### config.mk
export PLATFORM = sky130hd
export DESIGN_NAME = ahb_manager_cmd_seq
export DESIGN_NICKNAME = d
export VERILOG_FILES = /design/src/rtl/ahb_manager_cmd_seq.sv
export SDC_FILE = /design/constraint.sdc
export NUM_CORES = 1
export LEC_CHECK = 0
export ABC_AREA = 0
export CORE_ASPECT_RATIO = 1.5
export CORE_MARGIN = 2
export CORE_UTILIZATION = 35
export DETAILED_ROUTE_END_ITERATION = 6
export MAX_ROUTING_LAYER = met4
export PLACE_DENSITY_LB_ADDON = 0.08
export SLEW_MARGIN = 20
export SYNTH_ARGS = -nofsm -noshare
export SYNTH_HDL_FRONTEND = slang
export SYNTH_SLANG_ARGS = --single-unit
### constraint.sdc
create_clock -name i_hclk -period 5.9 [get_ports i_hclk]
set_clock_uncertainty 0.15 [all_clocks]
set_input_delay 0.59 -clock i_hclk [delete_from_list [all_inputs] [get_ports i_hclk]]
set_output_delay 0.59 -clock i_hclk [all_outputs]
set_load 0.01 [all_outputs]
### src/rtl/ahb_manager_cmd_seq.sv
// Command sequencer for the ahb_manager user interface: unrolls whole-burst
// commands into per-beat requests and inserts BUSY/IDLE beats on write-data underrun.
`timescale 1ns/1ps
module ahb_manager_cmd_seq #(
  parameter int DATA_WDT = 32
) (
  input  logic                i_hclk,
  input  logic                i_hreset,
  input  logic                i_cmd_valid,
  output logic                o_cmd_ready,
  input  logic                i_cmd_wr,
  input  logic [31:0]         i_cmd_addr,
  input  logic [15:0]         i_cmd_len,
  input  logic [2:0]          i_cmd_size,
  input  logic [31:0]         i_cmd_mask,
  input  logic                i_wdata_valid,
  output logic                o_wdata_ready,
  input  logic [DATA_WDT-1:0] i_wdata,
  output logic                o_idle,
  output logic                o_wr,
  output logic                o_rd,
  output logic [DATA_WDT-1:0] o_wr_data,
  output logic [31:0]         o_addr,
  output logic [31:0]         o_mask,
  output logic [2:0]          o_size,
  output logic [15:0]         o_min_len,
  output logic                o_first_xfer,
  input  logic                i_stall,
  output logic                o_busy,
  output logic                o_done,
  output logic                o_cmd_err
);

  localparam int MAX_SIZE = $clog2(DATA_WDT / 8);

  typedef enum logic {S_IDLE, S_RUN} state_t;

  state_t      state;
  logic        cmd_ready_q;
  logic        done_q;
  logic        err_q;
  logic        first_q;
  logic        wr_q;
  logic [15:0] rem_q;
  logic [31:0] addr_q;
  logic [31:0] mask_q;
  logic [2:0]  size_q;

  logic run;
  logic beat;
  logic accept;
  logic cmd_take;

  // A command is legal when it has beats, fits the bus, and is size-aligned.
  function automatic logic cmd_legal(input logic [31:0] addr, input logic [15:0] len,
                                     input logic [2:0] size);
    logic [31:0] low_bits;
    low_bits = (32'd1 << size) - 32'd1;
    return (len != 16'd0) && ({29'd0, size} <= 32'(MAX_SIZE)) && ((addr & low_bits) == 32'd0);
  endfunction

  assign run      = (state == S_RUN);
  assign beat     = run & (~wr_q | i_wdata_valid);
  assign accept   = beat & ~i_stall;
  assign cmd_take = (state == S_IDLE) & i_cmd_valid & cmd_ready_q;

  always_ff @(posedge i_hclk or posedge i_hreset) begin
    if (i_hreset) begin
      state       <= S_IDLE;
      cmd_ready_q <= 1'b0;
      done_q      <= 1'b0;
      err_q       <= 1'b0;
      first_q     <= 1'b1;
      wr_q        <= 1'b0;
      rem_q       <= 16'd0;
    end else begin
      done_q <= 1'b0;
      err_q  <= 1'b0;
      case (state)
        S_IDLE: begin
          cmd_ready_q <= 1'b1;
          if (cmd_take) begin
            if (cmd_legal(i_cmd_addr, i_cmd_len, i_cmd_size)) begin
              state       <= S_RUN;
              cmd_ready_q <= 1'b0;
              wr_q        <= i_cmd_wr;
              rem_q       <= i_cmd_len;
              first_q     <= 1'b1;
            end else begin
              err_q <= 1'b1;
            end
          end
        end
        S_RUN: begin
          if (accept) begin
            first_q <= 1'b0;
            // rem stays at 1 on the final beat; the outputs are gated off in S_IDLE.
            if (rem_q == 16'd1) begin
              state       <= S_IDLE;
              done_q      <= 1'b1;
              cmd_ready_q <= 1'b1;
            end else begin
              rem_q <= rem_q - 16'd1;
            end
          end
        end
        default: state <= S_IDLE;
      endcase
    end
  end

  // Command payload needs no reset: it is only visible while in S_RUN.
  always_ff @(posedge i_hclk) begin
    if (cmd_take) begin
      addr_q <= i_cmd_addr;
      mask_q <= i_cmd_mask;
      size_q <= i_cmd_size;
    end
  end

  assign o_cmd_ready   = cmd_ready_q;
  assign o_busy        = run;
  assign o_done        = done_q;
  assign o_cmd_err     = err_q;
  assign o_rd          = run & ~wr_q;
  assign o_wr          = run & wr_q & i_wdata_valid;
  assign o_wdata_ready = o_wr & ~i_stall;
  assign o_wr_data     = o_wr ? i_wdata : '0;
  // Underrun before the first beat must show IDLE, since BUSY may not precede NONSEQ.
  assign o_idle        = ~run | (wr_q & ~i_wdata_valid & first_q);
  assign o_first_xfer  = ~run | (beat & first_q);
  assign o_addr        = run ? addr_q : 32'd0;
  assign o_mask        = run ? mask_q : 32'd0;
  assign o_size        = run ? size_q : 3'd0;
  assign o_min_len     = run ? rem_q : 16'd0;

endmodule

After elaboration in Yosys (flattened, before gate mapping)

Cells that the tools add are included.
W data, S select, Z words.

Memory bits (writable): 0
Bits in read-only memories: 0
Register bits after elaboration: 89
Input bits: 121
Latch bits: 0
Memories: 0

Equal/unequal tests: 6
$mul: 0
Order comparisons: 1
Muxes and demuxes: 29
Add/subtract/negate cells: 2
Reductions and logical operators: 8
Divide/modulo/power cells: 0
Shift operators: 1
Bitwise logic cells: 19

Operator list:

| cell                    | count |
|---|---|
| $mux W32                | 3 |
| $mux W16                | 5 |
| $and A32 B32 Y32        | 1 |
| $logic_not A32 Y1       | 1 |
| $pmux W16 S2            | 1 |
| $shl A1 B3 Y32 const A  | 1 |
| $sub A32 B1 Y32 const B | 1 |
| $eq A16 B1 Y1 const B   | 1 |
| $mux W1                 | 16 |
| $reduce_bool A16 Y1     | 1 |
| $sub A16 B1 Y16 const B | 1 |
| $and A1 B1 Y1           | 11 |
| $ne A2 B2 Y1 const B    | 3 |
| $pmux W1 S2             | 3 |
| $reduce_and A3 Y1       | 2 |
| $ne A2 B1 Y1 const B    | 2 |
| $not A1 Y1              | 4 |
| $reduce_and A4 Y1       | 1 |
| $le A3 B2 Y1 const B    | 1 |
| $mux W3                 | 1 |
| $or A1 B1 Y1            | 3 |
| $logic_and A1 B1 Y1     | 2 |
| $reduce_and A2 Y1       | 1 |

Logic depth before layout (Yosys ltp)

Gate-level depths: netlist of the first run.

Depth after elaboration: 8
Gate-level depth with buffers: 9
Gate-level depth less buffers: 8

Worst setup path before layout of the first run

Ideal clock, no wire load.

Path type: register -> register
From: register state (netlist: o_busy)
To: register rem_q[5]
Slack: 2.223 ns
Stages on the path, launching flop included: 7
Data required time: 5.619 ns
Arrival time: 3.395 ns
Cells stage by stage: dfrtp_1 -> clkbuf_1 -> inv_1 -> and3_1 -> nand4_1 -> and3_1 -> or3_1

Cells in the longest elaborated chain, start to end: 5
Elaborated cells between the ends (all ways): 11

Ends and longest elaborated chain:

| item                        | RTL line | source |
|---|---|---|
| from (decl)                 | 38       | `state_t state;` |
| from (signal assigned)      | 69       | `state <= S_IDLE;` |
| from (signal assigned)      | 84       | `state <= S_RUN;` |
| from (signal assigned)      | 99       | `state <= S_IDLE;` |
| $not A1 Y1 (no line)        | n/a      |  |
| $and A1 B1 Y1 (2 in series) | 65       | `assign cmd_take = (state == S_IDLE) & i_cmd_valid & cmd_ready_q;` |
| net cmd_take                | 52       | `logic cmd_take;` |
| $ne A2 B2 Y1 (no line)      | n/a      |  |
| $reduce_and A4 Y1 (no line) | n/a      |  |
| to (signal assigned)        | 87       | `rem_q <= i_cmd_len;` |
| to (signal assigned)        | 103      | `rem_q <= rem_q - 16'd1;` |
| to (decl)                   | 44       | `logic [15:0] rem_q;` |

The timed path passes the listed nets, and every way through them passes these cells.
A chain may end at the register's enable or synchronous reset.

Worst setup path after layout of the first run

From: register state (netlist: o_busy)
To: output o_wr_data[0]

Cells in the longest elaborated chain, start to end: 3

Ends and longest elaborated chain:

| item                        | RTL line | source |
|---|---|---|
| $and A1 B1 Y1 (2 in series) | 126      | `assign o_wr = run & wr_q & i_wdata_valid;` |
| $mux W32                    | 128      | `assign o_wr_data = o_wr ? i_wdata : '0;` |
| to (decl)                   | 22       | `output logic [DATA_WDT-1:0] o_wr_data,` |

No other way between the ends.

==> out/metrics.yaml, run 1 <==
power_and_ir_drop:
  switching_share: 0.331
  p_int_mw: 1.77
  ir_drop_v: 0.000223
  p_total_mw: 2.64
  leakage_nw: 2.55
  seq_power_share: 0.341
  pwr-share-comb: 0.441
  netSwitchingPower_uw: 875
  clkPwrFrac: 0.218
  power_density_mw_per_mm2: 371
logic_synthesis:
  synth_area_sq_mm: 0.00426
  synth_seq_area_share: 0.602
  ys_types: 44
  synth_area_leaders: "edfxtp_1, and2_1, dfrtp_1"
  synthFlopType: "edfxtp_1"
  syn_nets: 502
  async_reset_ff_frac: 0.247
  synth_top_area_share: 0.472
  yosysMostFrequentCell: "and2_1"
  synth_edf_count: 67
  synth_cells: 378
  synth_top_area_cell: "edfxtp_1"
  yosys_warnings: 0
  synth-seq-cells: 89
  avgSynthCellArea_sq_um: 11.3
  synth_common_cells: "and2_1, edfxtp_1, nor2_1"
floorplanning:
  ioPinCount: 245
  start_util: 0.356
  die_area_sq_mm: 0.0131
  die_h_microns: 139
  die_w_microns: 94.1
  core_area_sq_mm: 0.0120
  rows: 49
clocking:
  clk_path_buf_depth: 2
  cts_root_buf: "clkbuf_16"
  post_cts_buffers: 0
  htree_levels: 3
  cts_hold_buf: 0
  clkLatencyLatePin_ns: 0.33
  numClockSinks: 89
  cts_tree: "built"
  ctsResizeCount: 0
  numCtsBuffers: 9
  cts.clk_slew.worst_paths_ns: 0.06
sta:
  min_period_ns: 3.70
  setup_tns_ns: 0
  finalHoldViolCount: 0
  tightestPinTransition_ns: 1.07
  fin_crit_sh: 0.627
  maxSlewViolCount: 0
  fmax_mhz: 270
  slew_headroom: 0.284
  rsz0062_at_grt: "no"
  finalSetupViolCount: 0
critical_path:
  cp-start-kind: "flop"
  crit_arrival_ns: 2.96
  crit_family: "buffers and inverters"
  critPathKind: "flop to output pin"
  path_cells: "buf_4 > and3_1 > and2_1 > clkdlybuf4s50_1"
  path_buf_inv: 2
  r2r_cells: 5
  crit_required_ns: 5.16
  cpPeakStageDelay_ns: 0.85
  end_kind: "output pin"
  crit_fanout: 99
  cp.depth: 4
  critPathSlowestCell: "and3_1"
placed_design:
  routabilityCongestion: 0.945
  dp_hpwl_microns: 10300
  port_buffers: 244
route:
  routedWlPerCell_microns: 17.8
  drtIter0Drc: 101
  ant_nets: 0
  avgViaCountPerCell: 4.94
  drc: 0
  wl_microns: 13700
  vias: 3806
  drt_first_pass_iters: 4
run_status:
  status: "finished, final reports clean"
hold_path:
  holdCritPathClass: "flop to flop"
  worstHoldPathCells: 2
global_routing:
  antenna_found_initial: 1
  grt-ovfl-total: 0
  grt_pass1_wl_microns: 20500
  grt_max_degree: 100
  grt_pass1_vias: 3909
  grt_usage: 0.210
layout:
  fin_nets: 735
  syn2layout_area_growth_pct: 67.2
  drive_gt1_frac: 0.0455
job:
  cap_violations: 0
-- worst register-to-register path, delay by kind of cell (launching register included) --
| kind | cells | cell delay [ns] |
|---|---|---|
| flops | 1 | 0.40 |
| simple gates | 4 | 2.12 |
| buf+inv | 1 | 0.65 |
-- state kept, by name, summed over array words and instances (netlist names) --
register / flops
wr_q: 1
addr_q: 32
o_cmd_ready: 1
size_q: 3
first_q: 1
o_busy: 1
o_done: 1
rem_q: 16
o_cmd_err: 1
mask_q: 32
-- area by class of cell --
type / count / area, sq um
well taps: 153 / 191
multi-input cells: 250 / 1550
clock buffers: 10 / 229
inverters: 15 / 56.3
fillers: 1046 / 4830
flip-flops and latches: 89 / 2560
repair buffers: 246 / 2460
clock inverters: 6 / 73.8
diodes: 1 / 2.50
-- per-stage QoR --
step,hold slack [ns],util,area (sq um),cells,worst slack [ns]
2_1_floorplan,0.296,-,4260,378,2.22
3_3_place_gp,0.316,0.570,6820,753,2.05
3_5_place_dp,0.315,0.570,6820,753,1.94
4_1_cts,0.324,0.596,7120,769,2.14
5_1_grt,0.344,0.596,7120,770,1.94
6_report,0.321,0.596,7120,770,2.20
-- metal layers --
metal,share of wire,up-vias,global-route usage,wire length [microns]
met2,0.52,171,0.361,7180
met1,0.38,1809,0.234,5230
li1,-,1803,-,-
met4,0.025,0,0.0732,337
met3,0.070,23,0.0538,953
met5,0,-,-,0
-- logic make-up (layout without fill, tap and decap cells) --
logic type / after synthesis / in the layout / synth area share
multiplexers: 3 / 3 / 0.00734
other: 0 / 1 / 0
adder cells (fa/ha/maj): 3 / 3 / 0.00881
flip-flops: 89 / 89 / 0.602
AO/OA/AOI/OAI: 59 / 59 / 0.0887
AND/OR/NAND/NOR: 185 / 185 / 0.258
buffers and inverters: 39 / 277 / 0.0350
-- power by group through the flow --
stage	Clock (mW)	Sequential, mW	Combinational [mW]
after floorplan	0	0.886	0.553
after global placement	0	0.906	1.16
after detailed placement	0	0.911	1.17
after CTS	0.593	0.898	1.18
after global routing	0.612	0.911	1.26
final	0.577	0.901	1.17
-- placed cells by master, fill, tap and decap left out, drive strengths merged, types with 2 or more instances in the layout --
master         synthesis  layout
and3                   4       4
buf                    3       2
a2bb2oi                3       3
nand4                  2       2
or4                    5       5
edfxtp                67      67
o21a                   2       2
o21ai                 10      10
o22ai                  7       7
o221a                  2       2
nor3                   6       6
mux2i                  2       2
o31ai                  2       2
inv                   15      17
nand2b                 2       2
clkinvlp               0       2
nand2                 11      11
or3b                   2       2
a41oi                  3       3
clkdlybuf4s50          0     244
nor2                  23      23
nor4                  10      10
o31a                   2       2
dfrtp                 21      21
and2                 108     108
a21oi                 19      19
clkbuf                21      10
nor2b                  4       4
ha                     3       3
a31oi                  5       5
nand3                  2       2
o22a                   2       2
-- final timing paths --
kind | startpoint | end | slack [ns]
hold reg to reg | first_q | first_q | 0.32
max in group asynchronous | i_hreset | o_busy | 4.35
setup reg to reg | o_busy | rem_q[5] | 2.46
hold / removal | first_q | first_q | 0.32
min in group asynchronous | i_hreset | o_done | 0.62
setup / recovery | o_busy | o_wr_data[0] | 2.20
Power figures use the tool's default switching activity.
==> run 2, diff against run 1 <==
clock period = 3.4 ns   (was 5.9 ns; I/O delays follow)
==> out/metrics.yaml, run 2 (synthesis results as in run 1) <==
run_status:
  status: "finished, final reports clean"
floorplanning:
  rows: 49
  start_util: 0.356
  die_w_microns: 94.1
  core_area_sq_mm: 0.0120
  ioPinCount: 245
  die_area_sq_mm: 0.0131
  die_h_microns: 139
critical_path:
  critPathKind: "flop to output pin"
  crit_required_ns: 2.91
  end_kind: "output pin"
  crit_arrival_ns: 2.23
  cp-start-kind: "flop"
  crit_fanout: 25
layout:
  fill_cells: 1016
  final_cell_mix: "clkdlybuf4s50_1, and2_1, edfxtp_1"
  diodes: 0
  syn2layout_area_growth_pct: 68.0
  top_regs: "addr_q (32), mask_q (32), rem_q (16)"
  drive_gt1_frac: 0.0531
  mostFrequentLayoutCell: "clkdlybuf4s50_1"
  fin_nets: 740
route:
  avgViaCountPerCell: 4.90
  drc: 0
  vias: 3790
  ant_nets: 0
  drtIter0Drc: 109
  wl_microns: 13200
  routedWlPerCell_microns: 17.1
  drt_first_pass_iters: 4
sta:
  min_period_ns: 2.72
  rsz0062_at_grt: "no"
  tightestPinTransition_ns: 0.889
  slew_headroom: 0.407
  finalHoldViolCount: 0
  fin_crit_sh: 0.800
  finalSetupViolCount: 0
  setup_tns_ns: 0
  maxSlewViolCount: 0
  fmax_mhz: 368
placed_design:
  routabilityCongestion: 0.886
  dp_hpwl_microns: 10000
  port_buffers: 244
global_routing:
  grt_pass1_wl_microns: 20500
  grt_max_degree: 69
  grt-ovfl-total: 0
  grt_usage: 0.207
  grt_pass1_vias: 3903
  antenna_found_initial: 0
power_and_ir_drop:
  ir_drop_v: 0.000469
  leakage_nw: 2.58
  power_density_mw_per_mm2: 642
  p_total_mw: 4.59
clocking:
  ctsResizeCount: 0
  cts_root_buf: "clkbuf_16"
  numCtsBuffers: 9
  cts_hold_buf: 0
  numClockSinks: 89
  post_cts_buffers: 0
  clk_path_buf_depth: 2
  cts_tree: "built"
  htree_levels: 3
  clkLatencyLatePin_ns: 0.33
  cts.clk_slew.worst_paths_ns: 0.06
hold_path:
  holdCritPathClass: "flop to flop"
job:
  cap_violations: 0
run 2: changes by cell type in the layout (fill, tap and decap cells not counted):
cell,change
buf_4,+5
clkinvlp_4,-1
diode_2,-1
inv_6,+2
inv_8,-1
run 2: final timing paths:
check / from / endpoint / slack [ns] / depth (start not counted)
setup / recovery: o_busy / o_wr_data[10] / 0.68 / 4
hold / removal: first_q / first_q / 0.32 / 2
setup reg to reg: rem_q[11] / rem_q[5] / 0.70 / 5
hold reg to reg: first_q / first_q / 0.32 / 2
max in group asynchronous: i_hreset / o_busy / 2.14 / 2
min in group asynchronous: i_hreset / rem_q[4] / 0.36 / 2
run 2: power by group:
group / internal (mW) / total [mW] / switching (mW)
Combinational: 1.10 / 2.02 / 0.916
Sequential: 1.41 / 1.58 / 0.170
Clock: 0.579 / 0.998 / 0.419
run 2: routing by layer:
metal	wire length, microns	global-route usage	up-vias
met4	280	0.0641	0
met1	5000	0.240	1803
met5	0	-	-
met2	7030	0.353	158
met3	891	0.0467	18
li1	-	-	1811
run 2: critical path, stage by stage (launching register included):
cell             delay [ns]
dfrtp_2                0.55
and3_1                 0.36
buf_4                  0.27
and2_1                 0.18
clkdlybuf4s50_1        0.54
run 2: area by class of cell:
type                    count  area, sq um  share of cell area
clock buffers              10          229              0.0320
multi-input cells         250         1550               0.216
flip-flops and latches     89         2560               0.358
clock inverters             6         72.6              0.0101
repair buffers            251         2490               0.349
inverters                  15         56.3             0.00787
well taps                 153          191              0.0267
run 2: metrics by stage:
stage / cells / hold slack [ns] / worst slack [ns] / cell area, sq um / utilization
after global routing: 774 / 0.354 / 0.502 / 7160 / 0.599
after global placement: 758 / 0.322 / 0.512 / 6860 / 0.573
final: 774 / 0.325 / 0.680 / 7160 / 0.599
after CTS: 774 / 0.333 / 0.640 / 7160 / 0.599
after detailed placement: 758 / 0.324 / 0.453 / 6860 / 0.573
after floorplan: 378 / 0.178 / 0.582 / 4260 / -
